--- src/rtl/pc_fetch_unit.sv ---
// Program counter and instruction-fetch stage: req/ack fetch with a bounded timeout, and next-PC/halt selection.
// Optional feature: define PC_ALIGN_CHECK_EN to trap misaligned next-PC targets into the error state.
module pc_fetch_unit #(
  parameter int                     PC_WIDTH = 32,
  parameter logic [PC_WIDTH-1:0]    RESET_PC = '0,
  parameter int                     TIMEOUT  = 16
) (
  input  logic                CLK,
  input  logic                Reset,
  input  logic                PCWre,
  input  logic                PCSrc,
  input  logic [PC_WIDTH-1:0] ext_imm,
  input  logic                exec_done,
  output logic                imem_req,
  output logic [PC_WIDTH-1:0] imem_addr,
  input  logic                imem_ack,
  input  logic [31:0]         imem_data,
  output logic [PC_WIDTH-1:0] PC,
  output logic [31:0]         inst,
  output logic [5:0]          OpCode,
  output logic                inst_valid,
  output logic                halted,
  output logic                fetch_err
);

  localparam int TCNT_W = $clog2(TIMEOUT + 1);
  localparam logic [TCNT_W-1:0] TCNT_LAST = TCNT_W'(TIMEOUT - 1);

  typedef enum logic [2:0] {
    S_IDLE,
    S_FETCH,
    S_EXEC,
    S_HALT,
    S_ERR
  } state_e;

  state_e              state_q, state_d;
  logic [PC_WIDTH-1:0] pc_q, pc_d;
  logic [31:0]         inst_q, inst_d;
  logic                inst_valid_q, inst_valid_d;
  logic                halted_q, halted_d;
  logic                fetch_err_q, fetch_err_d;
  logic [TCNT_W-1:0]   tcnt_q, tcnt_d;
  logic [PC_WIDTH-1:0] next_pc;
  logic                align_fault;

  // Branch target is relative to the sequential PC; both wrap modulo 2^PC_WIDTH.
  assign next_pc = PCSrc ? (pc_q + PC_WIDTH'(4) + (ext_imm << 2))
                         : (pc_q + PC_WIDTH'(4));

`ifdef PC_ALIGN_CHECK_EN
  assign align_fault = |next_pc[1:0];
`else
  assign align_fault = 1'b0;
`endif

  always_ff @(posedge CLK or negedge Reset) begin
    if (!Reset) begin
      state_q      <= S_IDLE;
      pc_q         <= RESET_PC;
      inst_q       <= '0;
      inst_valid_q <= 1'b0;
      halted_q     <= 1'b0;
      fetch_err_q  <= 1'b0;
      tcnt_q       <= '0;
    end else begin
      state_q      <= state_d;
      pc_q         <= pc_d;
      inst_q       <= inst_d;
      inst_valid_q <= inst_valid_d;
      halted_q     <= halted_d;
      fetch_err_q  <= fetch_err_d;
      tcnt_q       <= tcnt_d;
    end
  end

  always_comb begin
    state_d      = state_q;
    pc_d         = pc_q;
    inst_d       = inst_q;
    inst_valid_d = inst_valid_q;
    halted_d     = halted_q;
    fetch_err_d  = fetch_err_q;
    tcnt_d       = tcnt_q;

    case (state_q)
      S_IDLE: state_d = S_FETCH;

      // An ack arriving in the final allowed cycle still wins over the timeout.
      S_FETCH: begin
        if (imem_ack) begin
          inst_d       = imem_data;
          inst_valid_d = 1'b1;
          tcnt_d       = '0;
          state_d      = S_EXEC;
        end else if (tcnt_q == TCNT_LAST) begin
          fetch_err_d  = 1'b1;
          inst_valid_d = 1'b0;
          state_d      = S_ERR;
        end else begin
          tcnt_d = tcnt_q + TCNT_W'(1);
        end
      end

      S_EXEC: begin
        if (exec_done) begin
          inst_valid_d = 1'b0;
          if (!PCWre) begin
            halted_d = 1'b1;
            state_d  = S_HALT;
          end else if (align_fault) begin
            fetch_err_d = 1'b1;
            state_d     = S_ERR;
          end else begin
            pc_d    = next_pc;
            state_d = S_FETCH;
          end
        end
      end

      S_HALT: state_d = S_HALT;

      S_ERR: begin
        inst_valid_d = 1'b0;
        state_d      = S_ERR;
      end

      default: state_d = S_IDLE;
    endcase
  end

  assign imem_req   = (state_q == S_FETCH);
  assign imem_addr  = pc_q;
  assign PC         = pc_q;
  assign inst       = inst_q;
  assign OpCode     = inst_q[31:26];
  assign inst_valid = inst_valid_q;
  assign halted     = halted_q;
  assign fetch_err  = fetch_err_q;

endmodule

--- config.mk ---
export PLATFORM = sky130hd
export DESIGN_NAME = pc_fetch_unit
export DESIGN_NICKNAME = d
export VERILOG_FILES = /design/src/rtl/pc_fetch_unit.sv
export SDC_FILE = /design/constraint.sdc
export NUM_CORES = 1
export LEC_CHECK = 0
export CORE_MARGIN = 5
export CORE_UTILIZATION = 48
export CTS_BUF_LIST = sky130_fd_sc_hd__clkbuf_4 sky130_fd_sc_hd__clkbuf_8 sky130_fd_sc_hd__clkbuf_16
export DETAILED_ROUTE_END_ITERATION = 10
export PLACE_DENSITY = 0.93
export SYNTH_ARGS = -nofsm -noshare
export SYNTH_HDL_FRONTEND = slang
export SYNTH_SLANG_ARGS = --single-unit
--- constraint.sdc ---
create_clock -name CLK -period 4.7 [get_ports CLK]
set_clock_uncertainty 0.05 [all_clocks]
set_input_delay 0.47 -clock CLK [delete_from_list [all_inputs] [get_ports CLK]]
set_output_delay 0.47 -clock CLK [all_outputs]
set_load 0.02 [all_outputs]
Yosys cells after proc, flatten, opt, wreduce, memory -nomap -nowiden --
Index checks and enable logic that the tools add are counted.
Storage, ports and cells: flip-flop bits (word level) 75, input port bits 70, output and inout bits 106, logic and storage cells 41
Cells by class: $add $sub $neg 3, equal/unequal tests 8, mux-type cells 12, bitwise operators 2, reduce and logical (&&, ||, !) cells 9
Operator list (count):
- 32-bit by 3-bit adder with 32-bit output (second input constant) | 1
- 32-bit adder | 1
- 32-bit two-way mux | 1
- 3-bit one-hot mux with 5 select lines | 1
- 3-bit AND reduction | 4
- 5-bit two-way mux | 2
- 3-bit two-way mux | 3
- 3-bit by 2-bit == test with 1-bit output (second input constant) | 2
- 2-bit AND reduction | 3
- 5-bit by 1-bit adder with 5-bit output (second input constant) | 1
- 5-bit by 4-bit == test with 1-bit output (second input constant) | 1
- 2-bit inequality test (second input constant) | 2
- 3-bit by 1-bit == test with 1-bit output (second input constant) | 1
- 3-bit == test (second input constant) | 1
- 3-bit zero test | 1
- 1-bit two-way mux | 3
- 3-bit by 1-bit inequality test with 1-bit output (second input constant) | 1
- 1-bit one-hot mux with 3 select lines | 1
- 3-bit nonzero test | 1
- 2-bit two-way mux | 1
- 1-bit inverter | 2

Logic depth before layout (Yosys ltp) --
Gate-level depths: netlist of the first run.
word-level depth 4, gate-level depth with buffers 18, depth with buffers taken out 16

Worst setup path after synthesis of the first run --
Ideal clock, no wire load.
kind flip-flop to flip-flop, start register pc_q[4], in the netlist PC[4], end register pc_q[25], in the netlist PC[25], library setup time 123 ps, arrival 3327 ps, required time 4527 ps, slack 1200 ps, cell stages (with the launch flop) 18, path buffers 1, clock period less this slack 3500 ps, cells stage by stage dfrtp_1 > and3_1 > and3_1 > clkbuf_1 > nand3_1 > inv_1 > and3_1 > xor2_1 > ha_1 > a21oi_1 > o21ai_1 > nor4_1 > nand3_1 > a31oi_2 > o21bai_1 > a21oi_1 > xnor2_1 > o221a_2
Between the ends: word-level cells in the longest chain between the ends 3
Ends and longest elaborated chain:
- start: declaration | line 38 | logic [PC_WIDTH-1:0] pc_q, pc_d;
- start signal: assignment | line 68 | pc_q <= pc_d;
- 32-bit by 3-bit adder with 32-bit output (*) | line 48, 49
- 32-bit adder | line 48 | assign next_pc = PCSrc ? (pc_q + PC_WIDTH'(4) + (ext_imm << 2))
- 32-bit two-way mux (*) | line 48
Every way passes the cells marked *; elsewhere a longest branch is shown, timed or not. A chain may end at the register's enable or synchronous reset.

Final worst setup path of the first run --
Ends and elaborated chain as after synthesis.

==> results of run 1 <==
[cells in the mapped netlist (all sizes together), types with 6 or more instances]
library cell   n
nand4          6
and2           7
nand3         22
mux2          34
xor2          21
nor3          12
buf           52
ha            39
a21oi         51
o21ai         47
inv           15
and3          22
a21o          22
a22oi          9
a31oi          7
nand2         55
xnor2         28
nor2          44
dfrtp         73
clkbuf        16
[where the power goes]
part / internal [mW] / switching [mW] / total (mW)
clock network: 0.481 / 0.278 / 0.760
logic: 0.648 / 0.684 / 1.33
registers: 0.750 / 0.139 / 0.888
[routing by layer]
layer  part of all wire [%]  vias to the layer above  GRT usage (%)
met3                    7.8                       24           5.27
met1                     42                     2502           28.3
li1                       -                     2520              -
met2                     48                      243           38.1
met5                      0                        -              0
met4                    1.6                        0           6.59
[cell type report]
class	count	area [µm²]	area share, %
Multi-Input combinational cell	493	3460	45.7
Clock buffer	10	239	3.16
Tap cell	147	184	2.43
Inverter	15	56.3	0.744
Sequential cell	73	1830	24.1
Timing Repair Buffer	173	1720	22.7
Clock inverter	6	90.1	1.19
[worst max-delay path: stages, from the launching register on]
cell	delay [ps]
dfrtp_1	500
and3_1	270
and3_1	300
nand3_1	160
inv_1	140
and3_1	180
xor2_1	200
ha_1	330
a21oi_1	160
o21ai_1	150
nor4_1	300
nand3_1	180
a31oi_2	250
o21bai_1	110
a21oi_1	230
xnor2_1	100
o221a_2	260
[how the worst max path moves through the flow]
stage | startpoint | endpoint | slack, ps | cells after the start
final | PC[4]$_DFFE_PN0P_ | PC[25]$_DFFE_PN0P_ | 710 | 16
after global routing | PC[4]$_DFFE_PN0P_ | PC[25]$_DFFE_PN0P_ | 450 | 16
after CTS | PC[9]$_DFFE_PN0P_ | PC[25]$_DFFE_PN0P_ | 840 | 16
after detailed placement | PC[4]$_DFFE_PN0P_ | PC[28]$_DFFE_PN0P_ | 900 | 14
after global placement | PC[9]$_DFFE_PN0P_ | PC[25]$_DFFE_PN0P_ | 930 | 16
after floorplan | PC[4]$_DFFE_PN0P_ | PC[25]$_DFFE_PN0P_ | 1200 | 17
[state kept, by name, summed over array words and instances (netlist names)]
register,flops
halted,1
tcnt_q,5
inst,32
state_q,3
PC,30
inst_valid,1
fetch_err,1
[per-stage QoR]
stage,std cells,util (%),total power [mW],hold slack (ps)
after floorplan,649,-,1.72,124
after global placement,901,61.1,2.18,389
after detailed placement,901,61.1,2.22,401
after CTS,917,63.8,2.99,324
after global routing,917,63.8,3.14,390
final,917,63.8,2.98,290
[logic make-up after synthesis]
kind of cell,share of synthesized area [%]
muxes,7.18
adders and majority gates,8.83
AOI/OAI and AO/OA,19.5
other,0.0652
buffers and inverters,8.29
DFF,31.8
and+or+nand+nor,16.9
xor gates and xnor gates,7.46
==> run metrics, run 1 <==
status complete, no violations; Post-synth EDFFs 0; Avg Inst Size Synth 8.90 µm²; R2R depth 16; CTS tree built; Post-synth ARST share 100%; filler cell count in the final layout 952; Worst Path Max Fanout 8; Top FF cell, synth dfrtp_1; fin crit period 3990 ps; Post-DRT Antenna Nets 0; Place WS 905 ps; reg-to-reg slack, setup 710 ps; Detailed Route WL 16.3 mm; DR vias/cell 5.77; Residual DRC 0; register area share after synthesis 31.8%; Mapped Area 5750 µm²; Final Hold Viols 0; Max VDD drop 0.149 mV; Clock transition at path regs 60 ps; die height 119 µm; RSZ-0062 raised after global routing no; maximum capacitance violations 0; 1st-pass router iterations 5; Layout area overhead 31.7%; Resized Gates After CTS 0; vias in the first global route 5,229; fin crit share 84.8%; critical path type flop to flop; Setup-failing EPs final 0; hold-fix buffers at CTS 0; Critical Path AT 4160 ps; Root Buffer Master clkbuf_16; Synth area leaders dfrtp_1, ha_1, mux2_2; n_diodes 0; Lkg Pwr 3.43 nW; # port buffers 169; worst rel slew slack 28.0%; share of cells above drive strength 1 9.35%; vias 5,289; setup TNS 0 ps; worst r2r dst PC[25]$_DFFE_PN0P_; most frequent cells in the layout clkdlybuf4s50_1, dfrtp_1, nand2_1; global-route wire length before repair 26.2 mm; top-area cell type share of the netlist area 31.8%; synthesized instance count 646; power per cell area 394 nW/µm²; # rows 40; Critical Path RT 4870 ps; post-layout net count 875; Ports 176; RR Startpoint PC[4]$_DFFE_PN0P_; clk_lat worst skew 340 ps; Routability Congestion 0.924; hpwl dp 12.2 mm; CORE AREA 11,900 µm²; largest net degree at the start of global routing 51; die width 119 µm; Die ar. 14,300 µm²; total congestion overflow 0; Wirelength per Cell 17.7 µm; GRT Total Usage 22.4%; Netlist cell types 68; Startpoint Class flop; placed inst area 7240 µm²; Worst setup EP type flop; TritonCTS sink count 73; worst slew pin tran 1080 ps; setup ws final 713 ps; Hold Path Class input pin to async pin; fin. max-slew vios 0; total CTS buffers 9; area leader, netlist dfrtp_1; Initial Utilization 48.5%; most common cell after layout, fill and taps aside clkdlybuf4s50_1; H-tree levels 3; Peak Freq 0.251 GHz; DR iter-0 viols 420; post-route cell area 7570 µm²; Post-CTS Setup Bufs 0; Ys Warns 0; Seq cells post-synth 73; deepest clock path buffer count 2; initial antenna violation count 0
(Power assumes the default switching activity.)
==> run 2: changes to the inputs <==
--- a/config.mk
+++ b/config.mk
@@ -6,10 +6,10 @@
 export NUM_CORES = 1
 export LEC_CHECK = 0
 export CORE_MARGIN = 5
-export CORE_UTILIZATION = 48
+export CORE_UTILIZATION = 44
 export CTS_BUF_LIST = sky130_fd_sc_hd__clkbuf_4 sky130_fd_sc_hd__clkbuf_8 sky130_fd_sc_hd__clkbuf_16
 export DETAILED_ROUTE_END_ITERATION = 10
-export PLACE_DENSITY = 0.93
+export PLACE_DENSITY = 0.9
 export SYNTH_ARGS = -nofsm -noshare
 export SYNTH_HDL_FRONTEND = slang
 export SYNTH_SLANG_ARGS = --single-unit
==> constraint.sdc (replaced) <==
create_clock -name CLK -period 3.3 [get_ports CLK]
set_clock_uncertainty 0.05 [all_clocks]
set_input_delay 0.33 -clock CLK [delete_from_list [all_inputs] [get_ports CLK]]
set_output_delay 0.33 -clock CLK [all_outputs]
set_load 0.02 [all_outputs]
==> run 2 against run 1 <==
Effect of this change:
- the run now ends with negative setup slack left
- global-route usage increased by 1.0 points
- sequential cell count unchanged
- final cell count increased by 15%
- core utilization increased by 7.8 points
- first-iteration DRC count increased by 30%
- sequential share of layout area decreased by 3.9 points
- final area increased by 20%
==> run metrics, run 2 (same netlist as run 1, synthesis figures left out) <==
initial antenna violation count 0; die height 124 µm; placed inst area 7990 µm²; most common cell after layout, fill and taps aside clkdlybuf4s50_1; CORE AREA 12,700 µm²; RR Startpoint PC[7]$_DFFE_PN0P_; maximum capacitance violations 0; Die ar. 15,500 µm²; hold-fix buffers at CTS 0; Critical Path AT 3630 ps; Residual DRC 0; power per cell area 530 nW/µm²; fin. max-slew vios 0; setup ws final -159 ps; share of cells above drive strength 1 31.8%; Setup-failing EPs final 8; largest net degree at the start of global routing 74; Root Buffer Master clkbuf_16; # port buffers 169; worst slew pin tran 945 ps; Post-Layout Cell Count 1,056; Post-DRT Antenna Nets 0; DR vias/cell 5.87; H-tree levels 3; post-route cell area 9110 µm²; total CTS buffers 9; vias 6,200; Detailed Route WL 21.2 mm; setup TNS -684 ps; Peak Freq 0.289 GHz; worst hold margin 74.3 ps; Comb power frac 53.3%; clk_lat worst skew 350 ps; status finished, violations left; CP max stage delay 370 ps; internal power 2.97 mW; Critical Path RT 3480 ps; hpwl dp 13.6 mm; most frequent cells in the layout clkdlybuf4s50_1, buf_4, dfrtp_1; Clock transition at path regs 70 ps; total power 4.83 mW; worst r2r dst PC[24]$_DFFE_PN0P_; deepest clock path buffer count 2; Place WS -126 ps; n_diodes 0; worst rel slew slack 37.0%; Startpoint Class flop; post-layout net count 989; Lkg Pwr 4.07 nW; part of the power in the clock network 21.8%; register share of total power 24.9%; Sw Ratio 38.5%; RSZ-0062 raised after global routing yes; Core Util, Final 71.6%; Worst setup EP type flop; Wirelength per Cell 20.1 µm; Largest register FFs 32; vias in the first global route 5,953; fin crit period 3460 ps; # rows 41; total congestion overflow 0; CTS tree built; fin crit share 105%; DR iter-0 viols 547; TritonCTS sink count 73; filler cell count in the final layout 843; R2R depth 15; GRT Total Usage 23.4%; crit-path cells and2_1 > and4_4 > nand3_1 > xnor2_1 > ha_1 > a21o_1 > a21oi_1 > a21boi_0 > a211oi_2 > o21ai_1 > o21a_1 > buf_4 > a21oi_1 > xor2_1 > o21ai_1; 1st-pass router iterations 7; Net Sw Power 1.86 mW; Final Hold Viols 0; Layout area overhead 58.4%; CP endpoint PC[24]$_DFFE_PN0P_; Routability Congestion 0.935; Worst Path Max Fanout 4; failing checks negative setup slack; Initial Utilization 45.2%; reg-to-reg slack, setup -160 ps; worst setup path start PC[7]$_DFFE_PN0P_; Max VDD drop 0.256 mV; placed insts 1,019; die width 124 µm; global-route wire length before repair 30.2 mm; worst-path cell with the longest stage delay dfrtp_2; Ports 176; Hold Path Class input pin to async pin; critical path type flop to flop
run 2: changes by cell type in the layout (fill, tap and decap cells not counted), moves of 10 or more:
cell,previous run,this run
a21oi_1,51,39
a21oi_2,0,10
buf_4,4,114
dfrtp_1,73,63
dfrtp_2,0,10
ha_1,39,27
ha_4,0,10
run 2: power by group through the flow:
stage	combinational [mW]	clock [mW]	sequential [mW]
2_1_floorplan	1.02	0	1.44
3_3_place_gp	2.14	0	1.19
3_5_place_dp	2.19	0	1.21
4_1_cts	2.29	1.05	1.20
5_1_grt	2.72	1.10	1.22
6_report	2.57	1.05	1.20
run 2: routing by layer:
layer  global-route usage, %  up-vias  routed length, µm
met3                    5.15      100               1890
met1                    28.5     2938               8010
met2                    40.2      410              10400
met5                       0        -                  0
li1                        -     2752                  -
met4                    9.03        0                953
run 2: layout make-up:
cell class              instances  area, µm²  area share, %
repair buffers                287       2590           28.5
flip-flops and latches         73       1840           20.2
clock buffers                  10        239           2.62
well taps                     172        215           2.36
multi-input cells             493       4090           44.9
clock inverters                 6       73.8          0.810
inverters                      15       56.3          0.618
run 2: how the worst min path moves through the flow:
stage                                       from                      to  cells past startpoint
final                                      Reset     inst[2]$_DFFE_PN0P_                      1
after global placement    state_q[1]$_DFFE_PN0P_  state_q[2]$_DFFE_PN0P_                      1
after detailed placement   fetch_err$_DFFE_PN0P_   fetch_err$_DFFE_PN0P_                      1
after CTS                                  Reset     inst[2]$_DFFE_PN0P_                      1
after floorplan                            Reset      PC[10]$_DFFE_PN0P_                      0
after global routing                       Reset     inst[2]$_DFFE_PN0P_                      1
run 2: critical path, delay by kind of cell, from the launching register on:
kind / cells / cell delay, ps
xor gates and xnor gates: 2 / 430
DFF: 1 / 370
AOI/OAI and AO/OA: 8 / 1390
adders and majority gates: 1 / 300
buffers and inverters: 1 / 170
and+or+nand+nor: 3 / 620
run 2: what timing repair did:
item | in CTS | in global routing
setup buffers | 8 | 15
setup endpoints to repair | 11 | 16
resized for setup | 44 | 74
pin swaps | 24 | 58
